--- src/rtl/inst_sram_axi_bridge_pkg.sv ---
// Shared constants for the instruction-side sram-like to AXI read bridge:
// AXI field encodings, AR state encodings and a response classifier.
package inst_sram_axi_bridge_pkg;

   localparam logic [1:0] AXI_BURST_INCR = 2'b01;
   localparam logic [1:0] AXI_RESP_OKAY  = 2'b00;

   localparam logic [0:0] AR_IDLE = 1'b0;
   localparam logic [0:0] AR_WAIT = 1'b1;

   // SLVERR (2'b10) and DECERR (2'b11) both carry bit 1.
   function automatic logic resp_is_err(input logic [1:0] resp);
      return resp[1];
   endfunction

endpackage

--- src/rtl/inst_sram_axi_bridge.sv ---
// Instruction fetch bridge: sram-like req/addr_ok/data_ok to single-beat in-order AXI reads.
// Optional feature macro IBRIDGE_RRESP_CHECK_EN reports rresp errors on inst_sram_err.
module inst_sram_axi_bridge
   import inst_sram_axi_bridge_pkg::*;
#(
   parameter int         MAX_OUTST = 2,
   parameter logic [3:0] AXI_ID    = 4'd0
) (
   input  logic        clk,
   input  logic        resetn,

   input  logic        inst_sram_req,
   input  logic        inst_sram_wr,
   input  logic [1:0]  inst_sram_size,
   input  logic [31:0] inst_sram_addr,
   output logic        inst_sram_addr_ok,
   output logic        inst_sram_data_ok,
   output logic [31:0] inst_sram_rdata,
   output logic        inst_sram_err,

   output logic [3:0]  arid,
   output logic [31:0] araddr,
   output logic [7:0]  arlen,
   output logic [2:0]  arsize,
   output logic [1:0]  arburst,
   output logic [1:0]  arlock,
   output logic [3:0]  arcache,
   output logic [2:0]  arprot,
   output logic        arvalid,
   input  logic        arready,

   input  logic [3:0]  rid,
   input  logic [31:0] rdata,
   input  logic [1:0]  rresp,
   input  logic        rlast,
   input  logic        rvalid,
   output logic        rready
);

   localparam int               CNT_W   = $clog2(MAX_OUTST + 1);
   localparam logic [CNT_W-1:0] CNT_MAX = CNT_W'(MAX_OUTST);

   logic [0:0]       state;
   logic [CNT_W-1:0] cnt;
   logic             accept;
   logic             ret;

   // NOTE: reset is synchronous, so the registers still hold old values during the
   // first reset cycle; the handshake outputs are gated with resetn to read 0 throughout.
   assign inst_sram_addr_ok = resetn && (state == AR_IDLE) && inst_sram_req && (cnt < CNT_MAX);
   assign accept            = inst_sram_addr_ok;
   assign rready            = resetn && (cnt != '0);
   assign ret               = rvalid && rready;

   assign inst_sram_data_ok = ret;
   assign inst_sram_rdata   = rdata;

`ifdef IBRIDGE_RRESP_CHECK_EN
   assign inst_sram_err = ret && resp_is_err(rresp);
`else
   assign inst_sram_err = 1'b0;
`endif

   assign arid    = AXI_ID;
   assign arlen   = 8'd0;
   assign arburst = AXI_BURST_INCR;
   assign arlock  = 2'b00;
   assign arcache = 4'b0000;
   assign arprot  = 3'b000;

   // Single ID and single-beat bursts: rid and rlast carry no information; wr is never set.
   logic unused_inputs;
   assign unused_inputs = ^{inst_sram_wr, rid, rlast, rresp};

   // NOTE: sequential state uses non-blocking assignments only, so every always_ff
   // reads the pre-edge values regardless of block evaluation order.
   always_ff @(posedge clk) begin
      if (!resetn) begin
         state   <= AR_IDLE;
         arvalid <= 1'b0;
         araddr  <= '0;
         arsize  <= '0;
      end else begin
         case (state)
            AR_IDLE: begin
               if (accept) begin
                  araddr  <= inst_sram_addr;
                  arsize  <= {1'b0, inst_sram_size};
                  arvalid <= 1'b1;
                  state   <= AR_WAIT;
               end
            end
            AR_WAIT: begin
               if (arvalid && arready) begin
                  arvalid <= 1'b0;
                  state   <= AR_IDLE;
               end
            end
            default: state <= AR_IDLE;
         endcase
      end
   end

   // Accept and return in the same cycle cancel out.
   always_ff @(posedge clk) begin
      if (!resetn) begin
         cnt <= '0;
      end else if (accept && !ret) begin
         cnt <= cnt + CNT_W'(1);
      end else if (ret && !accept) begin
         cnt <= cnt - CNT_W'(1);
      end
   end

endmodule

--- config.mk ---
export PLATFORM = sky130hd
export DESIGN_NAME = inst_sram_axi_bridge
export DESIGN_NICKNAME = d
export VERILOG_FILES = /design/src/rtl/inst_sram_axi_bridge_pkg.sv /design/src/rtl/inst_sram_axi_bridge.sv
export SDC_FILE = /design/constraint.sdc
export NUM_CORES = 1
export LEC_CHECK = 0
export ABC_AREA = 1
export CAP_MARGIN = 15
export CORE_MARGIN = 2
export CORE_UTILIZATION = 32
export DETAILED_ROUTE_END_ITERATION = 8
export GPL_TIMING_DRIVEN = 0
export PLACE_DENSITY = 0.87
export SYNTH_ARGS = -nofsm -noshare
export SYNTH_HDL_FRONTEND = slang
export SYNTH_SLANG_ARGS = --single-unit
--- constraint.sdc ---
create_clock -name clk -period 3.4 [get_ports clk]
set_input_delay 0.68 -clock clk [delete_from_list [all_inputs] [get_ports clk]]
set_output_delay 0.68 -clock clk [all_outputs]
set_load 0.01 [all_outputs]
==> results of run 1 <==
==> final cells by class <==
| cell class | count | area (µm²) | area share |
|---|---|---|---|
| well taps | 72 | 90.09 | 0.02844 |
| clock buffers | 7 | 86.33 | 0.02725 |
| clock inverters | 1 | 5.005 | 0.001580 |
| plain buffers | 67 | 483.0 | 0.1524 |
| flip-flops and latches | 38 | 760.7 | 0.2401 |
| repair buffers | 108 | 1081 | 0.3412 |
| inverters | 10 | 37.54 | 0.01185 |
| multi-input cells | 144 | 624.3 | 0.1971 |
==> logic make-up (layout without fill, tap and decap cells) <==
logic type	Yosys count	after routing	synth area share
buffers and inverters	77	193	0.2861
flip-flops	38	38	0.4182
AND/OR/NAND/NOR	113	113	0.2682
adder cells (fa/ha/maj)	1	1	0.006876
AO/OA/AOI/OAI	5	5	0.01651
other	2	25	0.004128
==> synth_stat cells (2+ instances only) <==
library cell	count	share of area
nand2_1	75	0.15
buf_4	60	0.25
dfxtp_1	38	0.42
nand3_1	35	0.096
inv_1	9	0.019
buf_2	5	0.014
a21oi_1	2	0.0055
clkbuf_1	2	0.0041
conb_1	2	0.0041
==> routing by layer <==
| layer | part of all wire | up-vias |
|---|---|---|
| li1 | - | 929 |
| met1 | 0.34 | 804 |
| met2 | 0.54 | 85 |
| met3 | 0.095 | 11 |
| met4 | 0.018 | 0 |
| met5 | 0 | - |
==> path summary, 6_finish.rpt <==
| path | slack (ns) | end | start | cells past startpoint |
|---|---|---|---|---|
| min | 0.46 | araddr[2] | araddr[2] | 2 |
| min reg2reg | 0.46 | araddr[2] | araddr[2] | 2 |
| max | 0.35 | inst_sram_addr_ok | resetn | 5 |
| max reg2reg | 1.70 | cnt[1] | cnt[1] | 10 |
==> power groups by stage <==
stage | sequential [W] | combinational [W] | clock (W)
after floorplan | 0.000559 | 0.000166 | 0
after global placement | 0.000535 | 0.000394 | 0
after detailed placement | 0.000538 | 0.000402 | 0
after CTS | 0.000527 | 0.000403 | 0.000328
after global routing | 0.000534 | 0.000433 | 0.000351
final | 0.000527 | 0.000399 | 0.000312
==> flip-flops by register name, summed over array words and instances (netlist names) <==
register and cells:
araddr 32, arsize 2, arvalid 1, cnt 2
state 1
==> critical path: cells and delay by family <==
kind	cells	cell delay, ns
buffers and inverters	4	1.49
and+or+nand+nor	1	0.20
==> cell usage in the layout (no fill, tap or decap), drive strengths merged, types with 2 or more instances in the layout <==
cell type,netlist,final
dfxtp,38,38
nand3,35,35
inv,10,10
clkdlybuf4s50,0,108
a21oi,2,2
conb,2,25
clkbuf,2,9
nand4,2,2
nand2,75,75
buf,65,65
==> stage by stage <==
stage               area [µm²]  setup WS [ns]
floorplan                 1906          1.556
global placement          3077         0.3182
detailed placement        3077         0.3296
CTS                       3168         0.3236
global route              3168         0.2120
finish                    3168         0.3534
==> run metrics, run 1 <==
CP Max Fanout=11; synth-to-layout area growth=74.14%; Crit path top cell by count=clkdlybuf4s50_1; Clock power frac=0.252; vias in the first global route=1696; Critical Path RT=2.72 ns; fillcell total=528; final setup violating endpoints=0; RSZ-0062 raised after global routing=false; switching pwr=0.0003408 W; startpoint class of the critical path=primary input; layout cell share with drive strength beyond 1=0.1973; total CTS buffers=5; crit path capture type=primary output; Core Box Area=5507 µm²; slowest stage delay, CP=0.55 ns; Core Util, Final=0.5753; critical path arrival=2.37 ns; final WL=4857 µm; clock sinks=38; fin cells=447; Diodes inserted=0; EDFF count, synth=0; crit-path cells=clkdlybuf4s50_1 -> nand4_4 -> inv_2 -> buf_4 -> clkdlybuf4s50_1; Die H=79.40 µm; Boundary Pins=174; # port buffers=108; die area=6304 µm²; library cells used by synthesis=17; clk_lat worst skew=0.28 ns; final cycle utilization of the critical path=0.8961; row cnt=27; Avg Cell Area, Syn=7.709 µm²; final hold viol count=0; peak supply drop=0.2078 mV; initial drt markers=73; DR WL/cell=10.87 µm; global-route wire length before repair=7486 µm; die width=79.40 µm; grt peak-use layer=met2; LEAKAGE=1.548 nW; initial antenna violation count=0; largest net degree at the start of global routing=12; Crit Path Class=in -> out; Synth Warn #=0; HPWL Detailed=3989 µm; placed cell count=439; status=completed; vias=1829; hold slack=0.4625 ns; Internal Power=0.0008966 W; Bufs on Longest Clock Path=2; maxcap violations=0; Seq pwr share=0.426; DR pass1 iterations=4; part of the power in combinational logic=0.322; routing usage on met1=0.1475; GRT Total Usage=0.1506; root buf cell=clkbuf_8; Tot Pwr=0.001237 W; Final Slew Violations=0; Fmax=0.3282 GHz; GP Congestion=0.7620; Final Skew=0.005442 ns; nets=454; Net Sw Frac=0.2754; CTS tree=done; GR Util met3=0.05882; vias per cell=4.092; setup bufs post-CTS=0; Max H-tree Level=2; clk slew on worst S/H paths=0.07 ns; Post-CTS Resized=0; HP Class=reg -> reg; Slowest-stage cell, CP=clkdlybuf4s50_1; PwrDens=390.6 nW/µm²; Yosys reg bits=38; synthesized cell area=1819 µm²; Mapped Cells=236; Starting Density=0.3304; share of synthesized registers carrying an async set or reset=0; Residual DRC=0; TNS Setup=0 ns; Top FF cell, synth=dfxtp_1; Routed Antenna Nets=0; GRT Residual Overflow=0; register area share after synthesis=0.4182; crit path time final=3.047 ns; grt met2 use=0.2856; number of hold buffers added after cts=0
(Power assumes the default switching activity.)
==> run 2: changes to the inputs <==
Settings changed: CAP_MARGIN 15 to 40, CORE_UTILIZATION 32 to 45, DONT_BUFFER_PORTS set to 1, PLACE_DENSITY 0.87 to 0.62.
==> run 2 against run 1 <==
Clock power barely moved. Clock skew rose by 0.0013 ns. Sequential power rose by 5.9%. Final area fell by 35%. Non-clock buffer count fell by 108. Combinational power fell by 53%. Clock-buffer cell count did not move. Largest power group unchanged.
==> run metrics, run 2 (same netlist as run 1, synthesis figures left out) <==
GRT Residual Overflow=0 (unchanged); crit-path cells=inv_1 -> nand4_4 -> inv_2 -> buf_4; hold endpoint=arvalid; Die H=67.58 µm (-15%); Routed Antenna Nets=0 (unchanged); DR WL/cell=11.40 µm (+4.9%); CP Max Fanout=11 (unchanged); Crit Path Class=reg -> out; die area=4567 µm² (-28%); max reg flops=32 (unchanged); synth-to-layout area growth=13.21%; TNS Setup=0 ns (unchanged); final WL=3614 µm (-26%); hold wc startpoint=state; Hold Path Depth=1 (-1); initial drt markers=31 (-58%); Critical Path RT=2.72 ns (about the same); nets=346 (-24%); PwrDens=514.4 nW/µm² (+32%); GP Congestion=0.6623 (-13%); Post-CTS Resized=0 (unchanged); peak supply drop=0.2732 mV (+31%); Worst R2R End=cnt[1]; Final Skew=0.006770 ns (+0.001328 ns); number of hold buffers added after cts=0 (unchanged); clock sinks=38 (unchanged); vias=1374 (-25%); slowest stage delay, CP=0.31 ns (-0.24 ns); LEAKAGE=1.140 nW (-26%); Worst R2R Setup Slack=1.73 ns (+0.03 ns); HPWL Detailed=2745 µm (-31%); RSZ-0062 raised after global routing=false; largest net degree at the start of global routing=12 (unchanged); Diodes inserted=0 (unchanged); Starting Density=0.4614 (+0.1311); die width=67.58 µm (-15%); top flop regs=araddr: 32 flops, arsize: 2 flops, cnt: 2 flops; DR pass1 iterations=4 (unchanged); GRT Total Usage=0.1562 (+0.005678); crit-path leading delay family=buffers and inverters; commonest non-fill, non-tap cells in the layout=nand2_1, buf_4, dfxtp_1; row cnt=23 (-15%); final setup violating endpoints=0 (unchanged); Final Slew Violations=0 (unchanged); Slowest-stage cell, CP=dfxtp_1; final hold viol count=0 (unchanged); vias per cell=4.334 (+5.9%); Tot Pwr=0.001059 W (-14%); Core Box Area=3943 µm² (-28%); HP Class=reg -> reg; clk slew on worst S/H paths=0.07 ns (about the same); Residual DRC=0 (unchanged); setup bufs post-CTS=0 (unchanged); critical path arrival=1.28 ns (-1.09 ns); crit path capture type=primary output; initial antenna violation count=0 (unchanged); vias in the first global route=1180 (-30%); Biggest register=araddr; maxcap violations=0 (unchanged); Critical R2R Launch=cnt[1]; global-route wire length before repair=5278 µm (-29%); layout cell share with drive strength beyond 1=0.2772 (+0.07982); root buf cell=clkbuf_8; Bufs on Longest Clock Path=2 (unchanged); Fmax=0.5101 GHz (+55%); crit path time final=1.960 ns (-1.086 ns); # port buffers=0 (-100%); total CTS buffers=5 (unchanged); clk_lat worst skew=0.28 ns (about the same); FF-to-FF path depth=10 (unchanged); final cycle utilization of the critical path=0.5766 (-0.3195); startpoint class of the critical path=flip-flop; CTS tree=done; commonest non-fill, non-tap cell in the layout=nand2_1; status=completed; Boundary Pins=174 (unchanged); Max H-tree Level=2 (unchanged); Buffers & Inverters on Critical Path=3 (-1)
## run 2: changes by cell type in the layout (fill, tap and decap cells not counted)
cell,change
clkdlybuf4s50_1,-108
## run 2: worst max-delay path by stage
stage / start / endpoint / cells past startpoint
floorplan: resetn / inst_sram_data_ok / 4
global placement: inst_sram_req / inst_sram_addr_ok / 3
detailed placement: inst_sram_req / inst_sram_addr_ok / 3
CTS: cnt[1] / inst_sram_addr_ok / 4
global route: cnt[0] / inst_sram_data_ok / 4
finish: cnt[1] / inst_sram_addr_ok / 4
## run 2: where the power goes
part | internal (W) | total, W | switching, W
Clock | 0.000164 | 0.000314 | 0.000151
Combinational | 0.0000822 | 0.000187 | 0.000105
Sequential | 0.000500 | 0.000558 | 0.0000577
Total | 0.000746 | 0.00106 | 0.000314
## run 2: per-stage QoR
stage	util	hold slack [ns]	setup slack (ns)	instances	area [µm²]
finish	0.5224	0.4463	1.440	317	2059
global route	0.5224	0.4666	1.307	317	2059
CTS	0.5224	0.4467	1.407	317	2059
detailed placement	0.4992	0.4407	1.449	309	1968
global placement	0.4992	0.4402	1.447	309	1968
floorplan	-	0.4290	1.556	259	1906
## run 2: layout make-up
cell class,count,area [µm²]
Clock inverter,1,5.005
Inverter,10,37.54
Fill cell,427,1883
Buffer,67,483.0
Tap cell,50,62.56
Multi-Input combinational cell,144,624.3
Sequential cell,38,760.7
Clock buffer,7,86.33
## run 2: layer usage
layer	vias up	track usage	share of wire
li1	712	-	-
met1	573	0.1775	0.37
met2	84	0.2488	0.48
met4	0	0.07653	0.013
met5	-	0	0
met3	5	0.06833	0.13
